File: src/rtl/hazard_sb.sv
// hazard_sb: pipeline hazard unit -- operand forwarding, load-use/branch stalls, flushes and
// an optional multicycle div/mul busy tracker built only when HAZARD_MULTICYCLE_EN is defined.
module hazard_sb #(
   parameter int REG_AW     = 5,
   parameter int DIV_CYCLES = 32,
   parameter int MUL_CYCLES = 4
) (
   input  logic              clk,
   input  logic              resetn,
   input  logic [REG_AW-1:0] rsD,
   input  logic [REG_AW-1:0] rtD,
   input  logic              branchD,
   input  logic [REG_AW-1:0] rsE,
   input  logic [REG_AW-1:0] rtE,
   input  logic [REG_AW-1:0] writeregE,
   input  logic [REG_AW-1:0] writeregM,
   input  logic [REG_AW-1:0] writeregW,
   input  logic              regwriteE,
   input  logic              regwriteM,
   input  logic              regwriteW,
   input  logic              memtoregE,
   input  logic              memtoregM,
   input  logic              divstartE,
   input  logic              mulstartE,
   input  logic              flush_req,
   output logic [1:0]        forwardaE,
   output logic [1:0]        forwardbE,
   output logic              forwardaD,
   output logic              forwardbD,
   output logic              stallF,
   output logic              stallD,
   output logic              stallE,
   output logic              flushD,
   output logic              flushE,
   output logic              mdbusy,
   output logic              md_done
);

   localparam logic [REG_AW-1:0] REG_ZERO = {REG_AW{1'b0}};

   if ((DIV_CYCLES < 2) || (MUL_CYCLES < 2)) begin : g_cfg_check
      $error("hazard_sb: DIV_CYCLES and MUL_CYCLES must be at least 2");
   end

   // Register 0 is hardwired, so it never forwards; the ME stage is younger and wins over WB.
   function automatic logic [1:0] fwd_sel(
      input logic [REG_AW-1:0] src,
      input logic [REG_AW-1:0] wr_m,
      input logic              we_m,
      input logic [REG_AW-1:0] wr_w,
      input logic              we_w
   );
      logic [1:0] sel;
      if ((src != REG_ZERO) && (src == wr_m) && we_m) begin
         sel = 2'b10;
      end else if ((src != REG_ZERO) && (src == wr_w) && we_w) begin
         sel = 2'b01;
      end else begin
         sel = 2'b00;
      end
      return sel;
   endfunction

   function automatic logic dest_hits(
      input logic [REG_AW-1:0] dst,
      input logic [REG_AW-1:0] src_a,
      input logic [REG_AW-1:0] src_b
   );
      return (dst != REG_ZERO) && ((dst == src_a) || (dst == src_b));
   endfunction

   logic lwstall_s;
   logic branchstall_s;
   logic mdstall_s;

   // Forwarding selects and the single-cycle pipeline hazards.
   always_comb begin
      forwardaE     = fwd_sel(rsE, writeregM, regwriteM, writeregW, regwriteW);
      forwardbE     = fwd_sel(rtE, writeregM, regwriteM, writeregW, regwriteW);
      forwardaD     = (rsD != REG_ZERO) && (rsD == writeregM) && regwriteM;
      forwardbD     = (rtD != REG_ZERO) && (rtD == writeregM) && regwriteM;
      lwstall_s     = memtoregE && dest_hits(writeregE, rsD, rtD);
      branchstall_s = branchD && ((regwriteE && dest_hits(writeregE, rsD, rtD)) ||
                                  (memtoregM && dest_hits(writeregM, rsD, rtD)));
   end

`ifdef HAZARD_MULTICYCLE_EN
   localparam int MAX_CYCLES = (DIV_CYCLES > MUL_CYCLES) ? DIV_CYCLES : MUL_CYCLES;
   localparam int CNT_W      = $clog2(MAX_CYCLES);
   localparam logic [CNT_W-1:0] DIV_LOAD = CNT_W'(DIV_CYCLES - 1);
   localparam logic [CNT_W-1:0] MUL_LOAD = CNT_W'(MUL_CYCLES - 1);
   localparam logic [CNT_W-1:0] CNT_ONE  = CNT_W'(1);
   localparam logic [CNT_W-1:0] CNT_ZERO = {CNT_W{1'b0}};

   typedef enum logic [1:0] {
      IDLE = 2'd0,
      BUSY = 2'd1,
      DONE = 2'd2
   } md_state_e;

   md_state_e        md_state_q;
   md_state_e        md_state_d;
   logic [CNT_W-1:0] md_cnt_q;
   logic [CNT_W-1:0] md_cnt_d;

   // Multicycle state register.
   always_ff @(posedge clk or negedge resetn) begin
      if (!resetn) begin
         md_state_q <= IDLE;
         md_cnt_q   <= CNT_ZERO;
      end else begin
         md_state_q <= md_state_d;
         md_cnt_q   <= md_cnt_d;
      end
   end

   // Next state: a flush aborts any operation without ever reaching DONE.
   always_comb begin
      md_state_d = md_state_q;
      md_cnt_d   = md_cnt_q;
      mdstall_s  = 1'b0;
      if (flush_req) begin
         md_state_d = IDLE;
         md_cnt_d   = CNT_ZERO;
      end else begin
         case (md_state_q)
            IDLE: begin
               if (divstartE) begin
                  md_state_d = BUSY;
                  md_cnt_d   = DIV_LOAD;
               end else if (mulstartE) begin
                  md_state_d = BUSY;
                  md_cnt_d   = MUL_LOAD;
               end else begin
                  md_state_d = IDLE;
               end
            end
            BUSY: begin
               md_cnt_d = md_cnt_q - CNT_ONE;
               if (md_cnt_q == CNT_ONE) begin
                  md_state_d = DONE;
               end else begin
                  md_state_d = BUSY;
               end
            end
            DONE: begin
               md_state_d = IDLE;
               md_cnt_d   = CNT_ZERO;
            end
            default: begin
               md_state_d = IDLE;
               md_cnt_d   = CNT_ZERO;
            end
         endcase
      end
      // Stall starts in the very cycle the start is seen, before BUSY is entered.
      case (md_state_q)
         IDLE:    mdstall_s = divstartE | mulstartE;
         BUSY:    mdstall_s = 1'b1;
         DONE:    mdstall_s = 1'b0;
         default: mdstall_s = 1'b0;
      endcase
   end

   assign mdbusy  = (md_state_q == BUSY);
   assign md_done = (md_state_q == DONE);
`else
   logic md_unused;
   assign md_unused = ^{clk, resetn, divstartE, mulstartE};
   assign mdstall_s = 1'b0;
   assign mdbusy    = 1'b0;
   assign md_done   = 1'b0;
`endif

   // Stall/flush combination; a flush request overrides every stall.
   always_comb begin
      stallE = mdstall_s & ~flush_req;
      stallD = (lwstall_s | branchstall_s | mdstall_s) & ~flush_req;
      stallF = stallD;
      flushE = flush_req | ((lwstall_s | branchstall_s) & ~mdstall_s);
      flushD = flush_req;
   end

endmodule

File: config.mk
export PLATFORM = sky130hd
export DESIGN_NAME = hazard_sb
export DESIGN_NICKNAME = d
export VERILOG_FILES = /design/src/rtl/hazard_sb.sv
export SDC_FILE = /design/constraint.sdc
export NUM_CORES = 1
export LEC_CHECK = 0
export ABC_AREA = 1
export CORE_MARGIN = 3
export CORE_UTILIZATION = 36
export DETAILED_ROUTE_END_ITERATION = 8
export PLACE_DENSITY = 0.85
export SYNTH_ARGS = -nofsm -noshare
export SYNTH_HDL_FRONTEND = slang
export SYNTH_SLANG_ARGS = --single-unit
export TNS_END_PERCENT = 50
File: constraint.sdc
create_clock -name vclk -period 1.8
set_input_delay 0.45 -clock vclk [all_inputs]
set_output_delay 0.45 -clock vclk [all_outputs]
set_load 0.01 [all_outputs]
Word level (Yosys, flattened, before mapping). Cells that the tools add are included.

Equality and inequality tests: 10. Mux-type cells: 4. Bitwise operators: 4. Reductions and logical operators: 27.

Operators by type and width (count): == test 5 bit (10); nonzero test 5 bit (6); logical AND 1 bit (18); two-way mux 2 bit (2); logical OR 1 bit (3); two-way mux 1 bit (2); bitwise OR 1 bit (2); AND 1 bit (1); inverter 1 bit (1).

Bits in registers: 0. Input port bits: 46.

Longest topological paths before layout.
Word-level depth: 8. Depth in mapped cells: 9.

Worst setup path before layout. No wires, ideal clock.

Path kind: in2out. From: input writeregM[4]. To: output stallF. Data arrival time: 1.295 ns. Data required time: 1.350 ns. Path slack: 0.055 ns. Stages: 7. Path buffers: 2. Cells stage by stage: clkbuf_8 -> xnor2_1 -> nand3_1 -> nand2_1 -> nand2_2 -> a21oi_2 -> buf_4.

Cells in the longest elaborated chain, start to end: 8. Elaborated cells between the ends (all ways): 10. Those cells by class: 2 x eq/ne; 2 x bitwise; 6 x reduce/logical.

Ends and longest elaborated chain: start: declaration (RTL line 16) `input logic [REG_AW-1:0] writeregM,`; == test 5 bit (RTL line 69) `return (dst != REG_ZERO) && ((dst == src_a) || (dst == src_b));`; logical OR 1 bit (RTL line 69); logical AND 1 bit (*) (RTL line 69); logical AND 1 bit (*) (RTL line 84) `(memtoregM && dest_hits(writeregM, rsD, rtD)));`; logical OR 1 bit (*) (RTL line 83) `branchstall_s = branchD && ((regwriteE && dest_hits(writeregE, rsD, rtD)) ||`; logical AND 1 bit (*) (RTL line 83); bitwise OR 1 bit (*) (RTL line 178) `stallD = (lwstall_s | branchstall_s | mdstall_s) & ~flush_req;`; AND 1 bit (*) (RTL line 178); end: declaration (RTL line 30) `output logic stallF,`.

Every way passes the cells marked *; elsewhere a longest branch is shown, timed or not.

Final worst setup path.
From: input writeregM[3]. To: output stallF.

The elaborated chain is that of the path after synthesis.

==> summary.txt <==
Run status
  – Run status: complete, but fails checks
  – Violated checks: negative setup slack

Logic synthesis
  – Warnings from Yosys: 0
  – Library cell occupying the most area in the post-synthesis netlist: nand2_1
  – Most common library cells after synthesis: nand2_1 (52), inv_1 (23), nor2_1 (20)
  – Number of distinct library cells after synthesis: 22
  – Synth top area share: 25.3%
  – Average cell area after synthesis: 4.89 um2
  – Compound-gate portion of the synthesized area: 13.6%
  – Adder-cell share of the synthesized area: 0%
  – Share of synthesized area occupied by flip-flops and latches: 0%
  – Top cells by area, synth: nand2_1 (25%), inv_1 (11%), nor2_1 (9.7%)
  – Proportion of synthesized area in mux cells: 0%
  – Synthesized-area fraction occupied by xor and xnor cells: between 10% and 20%
  – Combinational family with the most area after synthesis: simple AND/OR/NAND/NOR gates
  – Synth Instances: 158
  – Most common cell in the netlist: nand2_1
  – Area of the mapped netlist: 772 um2
  – Post-synthesis simple-gate area fraction: 50.7%

Route
  – Detailed-route via count: 1227
  – Router iterations before antenna repair: 4
  – Drt initial violations: 31
  – Total DRC errors in the routed layout: 0
  – Total Routed Length: 3190 um
  – Vias per cell: 4.81
  – Average wire per cell in the routed design: 12.5 um
  – Final ANT Viol Nets: 0

Floorplanning
  – Die span in y: 52.3 um
  – Initial core utilization: 38.6%
  – Total I/O pin count: 59
  – Die X-Extent: 52.3 um
  – Number of rows in the core area: 16
  – Total die area: 0.00274 mm2
  – Core area: 0.00200 mm2

Global routing
  – Wire length of the first global-routing pass: 4960 um
  – Maximum number of pins on one net before global-route repair: 7
  – Number of antenna violations at the first check in global routing: 0
  – Global-route usage over all layers: 22.9%
  – Remaining global-route overflow: 0
  – Number of global-route vias before repair: 1163

Final layout
  – Sequential cell count of the final layout: 0
  – Area of combinational cells with multiple inputs: between 600 and 700 um2
  – Clock buffer count in the final layout: 0
  – Final antenna diode count: 0
  – Fill cell total of the finished layout: 181
  – Fraction of layout instances using a drive strength above 1: 42.5%
  – Number of nets in the final layout: about 280
  – Final standard cell utilization of the core: 71.9%
  – Area growth from synthesis to layout: 86.4%
  – Post-route cell area: approximately 0.0014 mm2
  – Seq. cell area: 0 um2

Setup path
  – Critical path data arrival time: 1420 ps
  – Critical path peak fanout: 5
  – Slowest Stage Delay on Critical Path: 150 ps
  – Buffer and inverter count on the worst path: 3
  – Endpoint required time on the critical path: 1350 ps
  – Crit. path cell count: 10
  – Largest delay share family, worst path: simple AND/OR/NAND/NOR gates
  – Startpoint type of the worst setup path: input pin
  – Kind of end point of the critical path: output port
  – Cell with the largest stage delay on the worst path: buf_2
  – Cell-by-cell trace of the critical path: buf_12 -> inv_4 -> nand2_2 -> nand2_1 -> nor2_1 -> nand3_1 -> nand2_1 -> nand2_2 -> a21oi_2 -> buf_2
  – Worst Setup Path Type: in -> out

STA
  – Maximum clock frequency: about 540 MHz
  – Final Worst Setup Slack: -67.7 ps
  – Unrepaired setup endpoints after global routing: yes
  – Post-route minimum period: roughly 1900 ps
  – Final number of setup-violating endpoints: 2
  – Crit share post-route: 104%
  – Number of pins with negative max-slew slack in the final report: 0
  – Hold Fails Final Rpt: 0

Hold path
  – Cell count of the worst hold path: 5
  – Worst Hold Class: in -> out

Placed design
  – Post-placement cell area: 0.00143 mm2
  – Routability-driven placement congestion ratio: 0.849
  – Quantity of I/O buffers inserted on ports: 52
  – Detailed placement HPWL: 2540 um

Power
  – P_leak: 0.808 nW
  – Power density normalized to cell area: roughly 220 mW/mm2
  – IR Drop Worst-Case VDD: 0.127 mV

Flow run
  – Max-cap viol count: 0

Clock tree
  – Hold-fix buffers, CTS: 0
==> cell usage in the layout, fill, tap and decap left out, drive strengths merged <==
| cell | Yosys | layout |
|---|---|---|
| xor2 | 7 | 7 |
| o211ai | 1 | 1 |
| xnor2 | 7 | 7 |
| clkdlybuf4s50 | 0 | 1 |
| inv | 26 | 26 |
| o21ai | 1 | 1 |
| nor2 | 20 | 20 |
| conb | 1 | 3 |
| o22ai | 5 | 5 |
| nand3 | 12 | 12 |
| buf | 5 | 53 |
| clkbuf | 1 | 6 |
| a21oi | 7 | 7 |
| o21bai | 1 | 1 |
| a211oi | 2 | 2 |
| dlygate4sd2 | 0 | 8 |
| nor3 | 3 | 3 |
| nand3b | 2 | 2 |
| nand4 | 2 | 2 |
| nand2 | 53 | 53 |
| dlymetal6s2s | 0 | 1 |
| clkdlybuf4s15 | 0 | 5 |
| nor4 | 2 | 2 |
==> final timing paths <==
check,slack (ps),startpoint,end
max,-70,writeregM[3],stallF
min,1340,rtE[1],forwardbE[0]
==> worst min-delay path: stages <==
cell,delay [ps]
clkbuf_2,120
a21oi_1,70
nand4_1,80
nor2_1,40
buf_2,130
==> stage by stage <==
stage	cells	setup TNS, ps	total power (W)	worst slack (ps)	hold slack (ps)
floorplan	160	0	0.000128	54.6	930
global placement	252	-7340	0.000297	-871	1840
detailed placement	252	-7810	0.000308	-950	1850
CTS	255	-118	0.000298	-76.1	1350
global route	255	-448	0.000350	-139	1380
finish	255	-132	0.000322	-67.7	1340
==> power breakdown <==
part	leakage [nW]	internal, W	switching, W	total (W)
Sequential	0	0	0	0
Combinational	0.808	0.000164	0.000158	0.000322
Clock	0	0	0	0
==> cells by family after synthesis <==
logic type      after synthesis
other cells                   1
xor+xnor                     14
compound gates               17
simple gates                 94
buf+inv                      32
==> per-layer routing <==
metal | part of all wire (%) | GRT usage, % | up-vias
li1 | - | - | 635
met1 | 40 | 29.6 | 551
met2 | 54 | 43.0 | 39
met3 | 5.0 | 0 | 2
met4 | 0.97 | 2.98 | 0
met5 | 0 | 0 | -
==> area by class of cell <==
cell class / instances / share of cell area (%)
multi-input cells: 128 / 47.8
repair buffers: 74 / 41.7
inverters: 26 / 8.17
well taps: 27 / 2.35
==> timing repair <==
action                                  CTS  global route
buffers inserted                          3             0
pin swaps                                30            24
endpoints found under the setup margin   10             9
resized for setup                       196            38
No activity file was read; power rests on OpenSTA's default activity.
